<file path="config.mk">
export PLATFORM = sky130hd
export DESIGN_NAME = bin_to_bcd_seq_flat
export DESIGN_NICKNAME = d
export VERILOG_FILES = /design/src/rtl/bin_to_bcd_seq_if.sv /design/src/rtl/bin_to_bcd_seq.sv /design/src/flat_wrapper.sv
export SDC_FILE = /design/constraint.sdc
export NUM_CORES = 1
export LEC_CHECK = 0
export CAP_MARGIN = 10
export CORE_MARGIN = 5
export CORE_UTILIZATION = 50
export DETAILED_ROUTE_END_ITERATION = 7
export HOLD_SLACK_MARGIN = 0.08
export PLACE_DENSITY = 0.77
export SLEW_MARGIN = 20
export SYNTH_ARGS = -nofsm -noshare
export SYNTH_HDL_FRONTEND = slang
export SYNTH_SLANG_ARGS = --single-unit
</file>
<file path="constraint.sdc">
create_clock -name clk -period 2.5 [get_ports clk]
set_input_delay 0.75 -clock clk [delete_from_list [all_inputs] [get_ports clk]]
set_output_delay 0.75 -clock clk [all_outputs]
set_load 0.01 [all_outputs]
</file>
<file path="src/rtl/bin_to_bcd_seq_if.sv">
// Request/result bundle for the sequential binary-to-BCD converter.
// The master drives start/bin_in and the slave (converter) returns busy/done/result.
interface bin_to_bcd_seq_if #(
  parameter int IN_WIDTH = 8,
  parameter int DIGITS   = 3
);
  logic                  start;
  logic [IN_WIDTH-1:0]   bin_in;
  logic                  busy;
  logic                  done;
  logic [4*DIGITS-1:0]   bcd_out;
  logic                  overflow;

  modport master (output start, bin_in, input busy, done, bcd_out, overflow);
  modport slave  (input start, bin_in, output busy, done, bcd_out, overflow);
endinterface

</file>
<file path="src/rtl/bin_to_bcd_seq.sv">
// Sequential binary-to-BCD converter: one decimal digit per clock via divide-by-10,
// plus the combinational unsigned/signed divider it is built around.
module div #(
  parameter int a_width  = 8,
  parameter int b_width  = 4,
  parameter int tc_mode  = 0,
  parameter int rem_mode = 1
) (
  input  logic [a_width-1:0] a,
  input  logic [b_width-1:0] b,
  output logic [a_width-1:0] quotient,
  output logic [b_width-1:0] remainder,
  output logic               divide_by_0
);
  logic [a_width-1:0] b_x;
  logic [a_width-1:0] q_raw;
  logic [a_width-1:0] r_raw;
  logic [a_width-1:0] r_fix;

  always_comb begin
    if (tc_mode != 0) b_x = a_width'($signed(b));
    else              b_x = a_width'(b);
    divide_by_0 = (b == '0);
    if (divide_by_0) begin
      q_raw = '1;
      r_raw = a;
    end else if (tc_mode != 0) begin
      q_raw = $signed(a) / $signed(b_x);
      r_raw = $signed(a) % $signed(b_x);
    end else begin
      q_raw = a / b_x;
      r_raw = a % b_x;
    end
    // modulus mode: remainder takes the sign of the divisor
    r_fix = r_raw;
    if ((rem_mode == 0) && (tc_mode != 0) && (r_raw != '0) &&
        (r_raw[a_width-1] != b_x[a_width-1]))
      r_fix = r_raw + b_x;
    quotient  = q_raw;
    remainder = b_width'(r_fix);
  end
endmodule

// state  | meaning
// IDLE   | waiting for start; result held
// DIV    | peeling one digit per clock, units first
// DONE   | one-cycle done pulse; start ignored
module bin_to_bcd_seq #(
  parameter int IN_WIDTH = 8,
  parameter int DIGITS   = 3
) (
  input  logic             clk,
  input  logic             reset_n,
  bin_to_bcd_seq_if.slave  bus
);
  localparam int IDX_W = $clog2(DIGITS + 1);

  typedef enum logic [1:0] {S_IDLE = 2'd0, S_DIV = 2'd1, S_DONE = 2'd2} state_t;

  state_t                state_q, state_d;
  logic [IN_WIDTH-1:0]   work_q, work_d;
  logic [IDX_W-1:0]      idx_q, idx_d;
  logic [4*DIGITS-1:0]   bcd_q, bcd_d;
  logic                  ovf_q, ovf_d;
  logic [IN_WIDTH-1:0]   quot;
  logic [3:0]            rem;
  logic                  div_zero;

  div #(.a_width(IN_WIDTH), .b_width(4), .tc_mode(0), .rem_mode(1)) u_div (
    .a           (work_q),
    .b           (4'd10),
    .quotient    (quot),
    .remainder   (rem),
    .divide_by_0 (div_zero)
  );

  // divisor is the constant 10, so this can only fire on a broken divider
  assert property (@(posedge clk) disable iff (!reset_n) !div_zero);

  always_ff @(posedge clk or negedge reset_n) begin
    if (!reset_n) begin
      state_q <= S_IDLE;
      work_q  <= '0;
      idx_q   <= '0;
      bcd_q   <= '0;
      ovf_q   <= 1'b0;
    end else begin
      state_q <= state_d;
      work_q  <= work_d;
      idx_q   <= idx_d;
      bcd_q   <= bcd_d;
      ovf_q   <= ovf_d;
    end
  end

  always_comb begin
    state_d = state_q;
    work_d  = work_q;
    idx_d   = idx_q;
    bcd_d   = bcd_q;
    ovf_d   = ovf_q;
    case (state_q)
      S_IDLE: begin
        if (bus.start) begin
          work_d  = bus.bin_in;
          idx_d   = '0;
          bcd_d   = '0;
          ovf_d   = 1'b0;
          state_d = S_DIV;
        end
      end
      S_DIV: begin
        for (int k = 0; k < DIGITS; k++) begin
          if (idx_q == IDX_W'(k)) bcd_d[4*k +: 4] = rem;
        end
        work_d = quot;
        idx_d  = idx_q + IDX_W'(1);
        // fixed latency: no early exit when work reaches zero
        if (idx_q == IDX_W'(DIGITS - 1)) begin
          ovf_d   = (quot != '0);
          state_d = S_DONE;
        end
      end
      S_DONE:  state_d = S_IDLE;
      default: state_d = S_IDLE;
    endcase
  end

  assign bus.busy     = (state_q != S_IDLE);
  assign bus.done     = (state_q == S_DONE);
  assign bus.bcd_out  = bcd_q;
  assign bus.overflow = ovf_q;
endmodule

</file>
<file path="src/flat_wrapper.sv">
// flat-port wrapper written by rule: the top's interface ports become plain ports
module bin_to_bcd_seq_flat 
#(
  parameter int IN_WIDTH = 8,
  parameter int DIGITS   = 3
)
  (clk, reset_n, bus_start, bus_bin_in, bus_busy, bus_done, bus_bcd_out, bus_overflow);
  bin_to_bcd_seq_if #(.IN_WIDTH(IN_WIDTH), .DIGITS(DIGITS)) bus_i ();
  input  logic clk;
  input  logic reset_n;
  input wire logic [$bits(bus_i.start)-1:0] bus_start;
  input wire logic [$bits(bus_i.bin_in)-1:0] bus_bin_in;
  output wire logic [$bits(bus_i.busy)-1:0] bus_busy;
  output wire logic [$bits(bus_i.done)-1:0] bus_done;
  output wire logic [$bits(bus_i.bcd_out)-1:0] bus_bcd_out;
  output wire logic [$bits(bus_i.overflow)-1:0] bus_overflow;
  assign bus_i.start = bus_start;
  assign bus_i.bin_in = bus_bin_in;
  assign bus_busy = bus_i.busy;
  assign bus_done = bus_i.done;
  assign bus_bcd_out = bus_i.bcd_out;
  assign bus_overflow = bus_i.overflow;
  bin_to_bcd_seq #(.IN_WIDTH(IN_WIDTH), .DIGITS(DIGITS)) u_core (.clk(clk), .reset_n(reset_n), .bus(bus_i));
endmodule
</file>
==> impl_metrics.env <==
export IMPL_grt_ovfl_total=0
export IMPL_period_minus_slack_ns=2.37
export IMPL_setup_viol=0
export IMPL_clkSlewWorstSetupHoldPaths_ns=0.09
export IMPL_yosysTopAreaCell="dfrtp_1"
export IMPL_numCtsBuffers=3
export IMPL_reg2reg_to="u_core.bus.bcd_out[11]"
export IMPL_relSlewSlack=0.575
export IMPL_design_core_area_um2=3660
export IMPL_port_buffer_count=25
export IMPL_period_share=0.948
export IMPL_hold_path_cell_count=1
export IMPL_layout_drive_gt1_share=0.224
export IMPL_critPathBufInv=3
export IMPL_antennaDiodeCount=0
export IMPL_clkSinkCount=25
export IMPL_fin_nets=266
export IMPL_synth_fp_nets=233
export IMPL_drtPass1Iterations=4
export IMPL_die_w_um=71.6
export IMPL_worstHoldStart="u_core.bus.bcd_out[5]"
export IMPL_synth_seq_area_share=0.330
export IMPL_crit_family="compound AO/OA/AOI/OAI gates"
export IMPL_start_kind="flip-flop"
export IMPL_max_cap_violations=0
export IMPL_hold_violations=0
export IMPL_htreeDepth=1
export IMPL_worst_slew_pin_slew_ns=0.621
export IMPL_yosys_most_used_dff="dfrtp_1"
export IMPL_via_per_inst=5.83
export IMPL_vias=1737
export IMPL_drc=0
export IMPL_grt_max_degree=26
export IMPL_ctsHoldBuffers=0
export IMPL_drtAntennaViolNets=0
export IMPL_min_to="u_core.bus.bcd_out[5]"
export IMPL_synth_most_common_cell="nand2_1"
export IMPL_crit_type="reg2reg"
export IMPL_grt_pass1_vias=1647
export IMPL_area_delta_synth_final_pct=23.3
export IMPL_drv_slew=0
export IMPL_dpl_cell_area_um2=2220
export IMPL_ys_top_cells_by_count="27 x nand2_1, 25 x dfrtp_1, 23 x nor2_1"
export IMPL_routed_wl_um=4500
export IMPL_cts_buffer_depth=2
export IMPL_dpl_hpwl_um=3320
export IMPL_clock_skew_ns=0.00408
export IMPL_max_stage_delay_ns=0.41
export IMPL_yosysWarnings=0
export IMPL_cp_cell_sequence="nor2b_4, buf_4, nand2_1, o32ai_1, buf_4, nor3_4, xor2_1, ha_2, inv_1, o211ai_1, o211ai_1, a32o_1"
export IMPL_synth_edf_count=0
export IMPL_reg2regPathDepth=12
export IMPL_synth_top_area_frac=0.330
export IMPL_syn_instance_count=218
export IMPL_fp_dieH_um=71.6
export IMPL_num_io_pins=26
export IMPL_required_ns=2.66
export IMPL_power_density_nw_per_um2=1420
export IMPL_avgSynthCellArea_um2=8.69
export IMPL_cts_tree="yes"
export IMPL_worstHoldPathType="reg2reg"
export IMPL_wire_per_inst_um=15.1
export IMPL_crit_arrival_ns=2.53
export IMPL_power_uw=3320
export IMPL_status="completed"
export IMPL_initial_core_util=0.517
export IMPL_cp_max_fo=7
export IMPL_ir_drop_mv=0.734
export IMPL_synth_area_leaders="dfrtp_1 33%, nand2_1 5.4%, nor2_1 4.6%, o21ai_0 3.4%, a21oi_1 2.9%"
export IMPL_die_area_um2=5120
export IMPL_r2r_setup_slack_ns=0.13
export IMPL_cp_slowest_cell="dfrtp_1"
export IMPL_clk_latency_ns=0.27
export IMPL_worstSetupEndpointType="flip-flop"
export IMPL_grtUsageTotal=0.180
export IMPL_clock_root_buffer="clkbuf_8"
export IMPL_fmax_ghz=0.422
export IMPL_r2r_start="u_core.work_q[5]"
export IMPL_place_congestion=0.872
export IMPL_grt_pass1_wl_um=7580
export IMPL_synth_seq_cells=25
export IMPL_synthDistinctLibCells=63
export IMPL_leakage_uw=0.000999
export IMPL_finalInstanceArea_um2=2340
export IMPL_netlist_area_um2=1890
export IMPL_drt_iter0_drc=99
export IMPL_async_flop_share=1.00
export IMPL_antenna_found_initial=0
export IMPL_rows=22
[worst max-delay path by stage]
stage	start	end	slack (ns)	cells past startpoint
floorplan	u_core.work_q[3]	u_core.bus.bcd_out[11]	0.008	13
global placement	u_core.work_q[7]	u_core.bus.bcd_out[11]	0.20	7
detailed placement	u_core.work_q[7]	u_core.bus.bcd_out[11]	0.17	7
CTS	u_core.state_q[1]	bus_done	0.10	3
global route	u_core.work_q[5]	u_core.bus.bcd_out[11]	-0.02	12
finish	u_core.work_q[5]	u_core.bus.bcd_out[11]	0.13	12
[per-stage QoR]
| step | util | setup slack (ns) | hold slack (ns) | cells | setup TNS [ns] |
|---|---|---|---|---|---|
| after floorplan | - | 0.00756 | 0.454 | 218 | 0 |
| after global routing | 0.638 | -0.0216 | 0.530 | 298 | -0.0216 |
| after global placement | 0.607 | 0.200 | 0.464 | 290 | 0 |
| after CTS | 0.620 | 0.102 | 0.501 | 294 | 0 |
| final | 0.638 | 0.130 | 0.495 | 298 | 0 |
| after detailed placement | 0.607 | 0.166 | 0.476 | 290 | 0 |
[registers in the layout (all words and copies together), names as in the netlist]
signal,cells
u_core.bus.bcd_out,12
u_core.work_q,8
u_core.idx_q,2
u_core.state_q,2
u_core.bus.overflow,1
[cells by family (layout without fill, tap and decap cells)]
| logic type | after synthesis | count (layout) | synth area share |
|---|---|---|---|
| fa+ha+maj | 4 | 4 | 0.0264 |
| xor+xnor | 2 | 2 | 0.00925 |
| simple gates | 85 | 85 | 0.244 |
| mux | 3 | 3 | 0.0172 |
| compound gates | 73 | 73 | 0.297 |
| buf+inv | 26 | 58 | 0.0760 |
| flops | 25 | 25 | 0.330 |
[layout make-up]
cell class                 count  area (um2)
timing repair buffer          47         419
clock buffer                   3        41.3
tap                           48        60.1
multi-input combinational    167        1150
clock inverter                 1        7.51
fill                         314        1330
sequential                    25         629
inverter                       7        26.3
[where the power goes]
part	leakage, uW	internal, uW	switching [uW]
combinational	0.000660	1070	1250
sequential	0.000318	579	186
clock	0.0000217	113	126
total	0.000999	1760	1560
[routing by layer]
metal / part of all wire / wire, um / track usage / vias to the layer above
li1: - / - / - / 864
met1: 0.46 / 2060 / 0.253 / 816
met2: 0.49 / 2190 / 0.285 / 49
met3: 0.042 / 188 / 0.0140 / 8
met4: 0.012 / 55 / 0.0731 / 0
met5: 0 / 0 / 0 / -
[what timing repair did]
action / in CTS / in global routing
gates resized for setup: 0 / 13
endpoints found under the setup margin: 0 / 7
buffers inserted: 0 / 4
[cell usage in the layout (no fill, tap or decap), drive strengths merged, types with 3 or more instances in the layout]
cell	instances
inv	7
nor2	23
clkdlybuf4s50	25
nand3	3
nor3	4
nand2	27
a2111oi	4
o211ai	4
and4bb	3
nor3b	3
clkbuf	3
ha	4
nand2b	4
dfrtp	25
a21oi	11
and3	5
a211oi	3
nor2b	5
buf	22
a211o	4
a32o	5
a22oi	3
a22o	4
o21ai	15
a21o	4
Power figures use the tool's default switching activity.
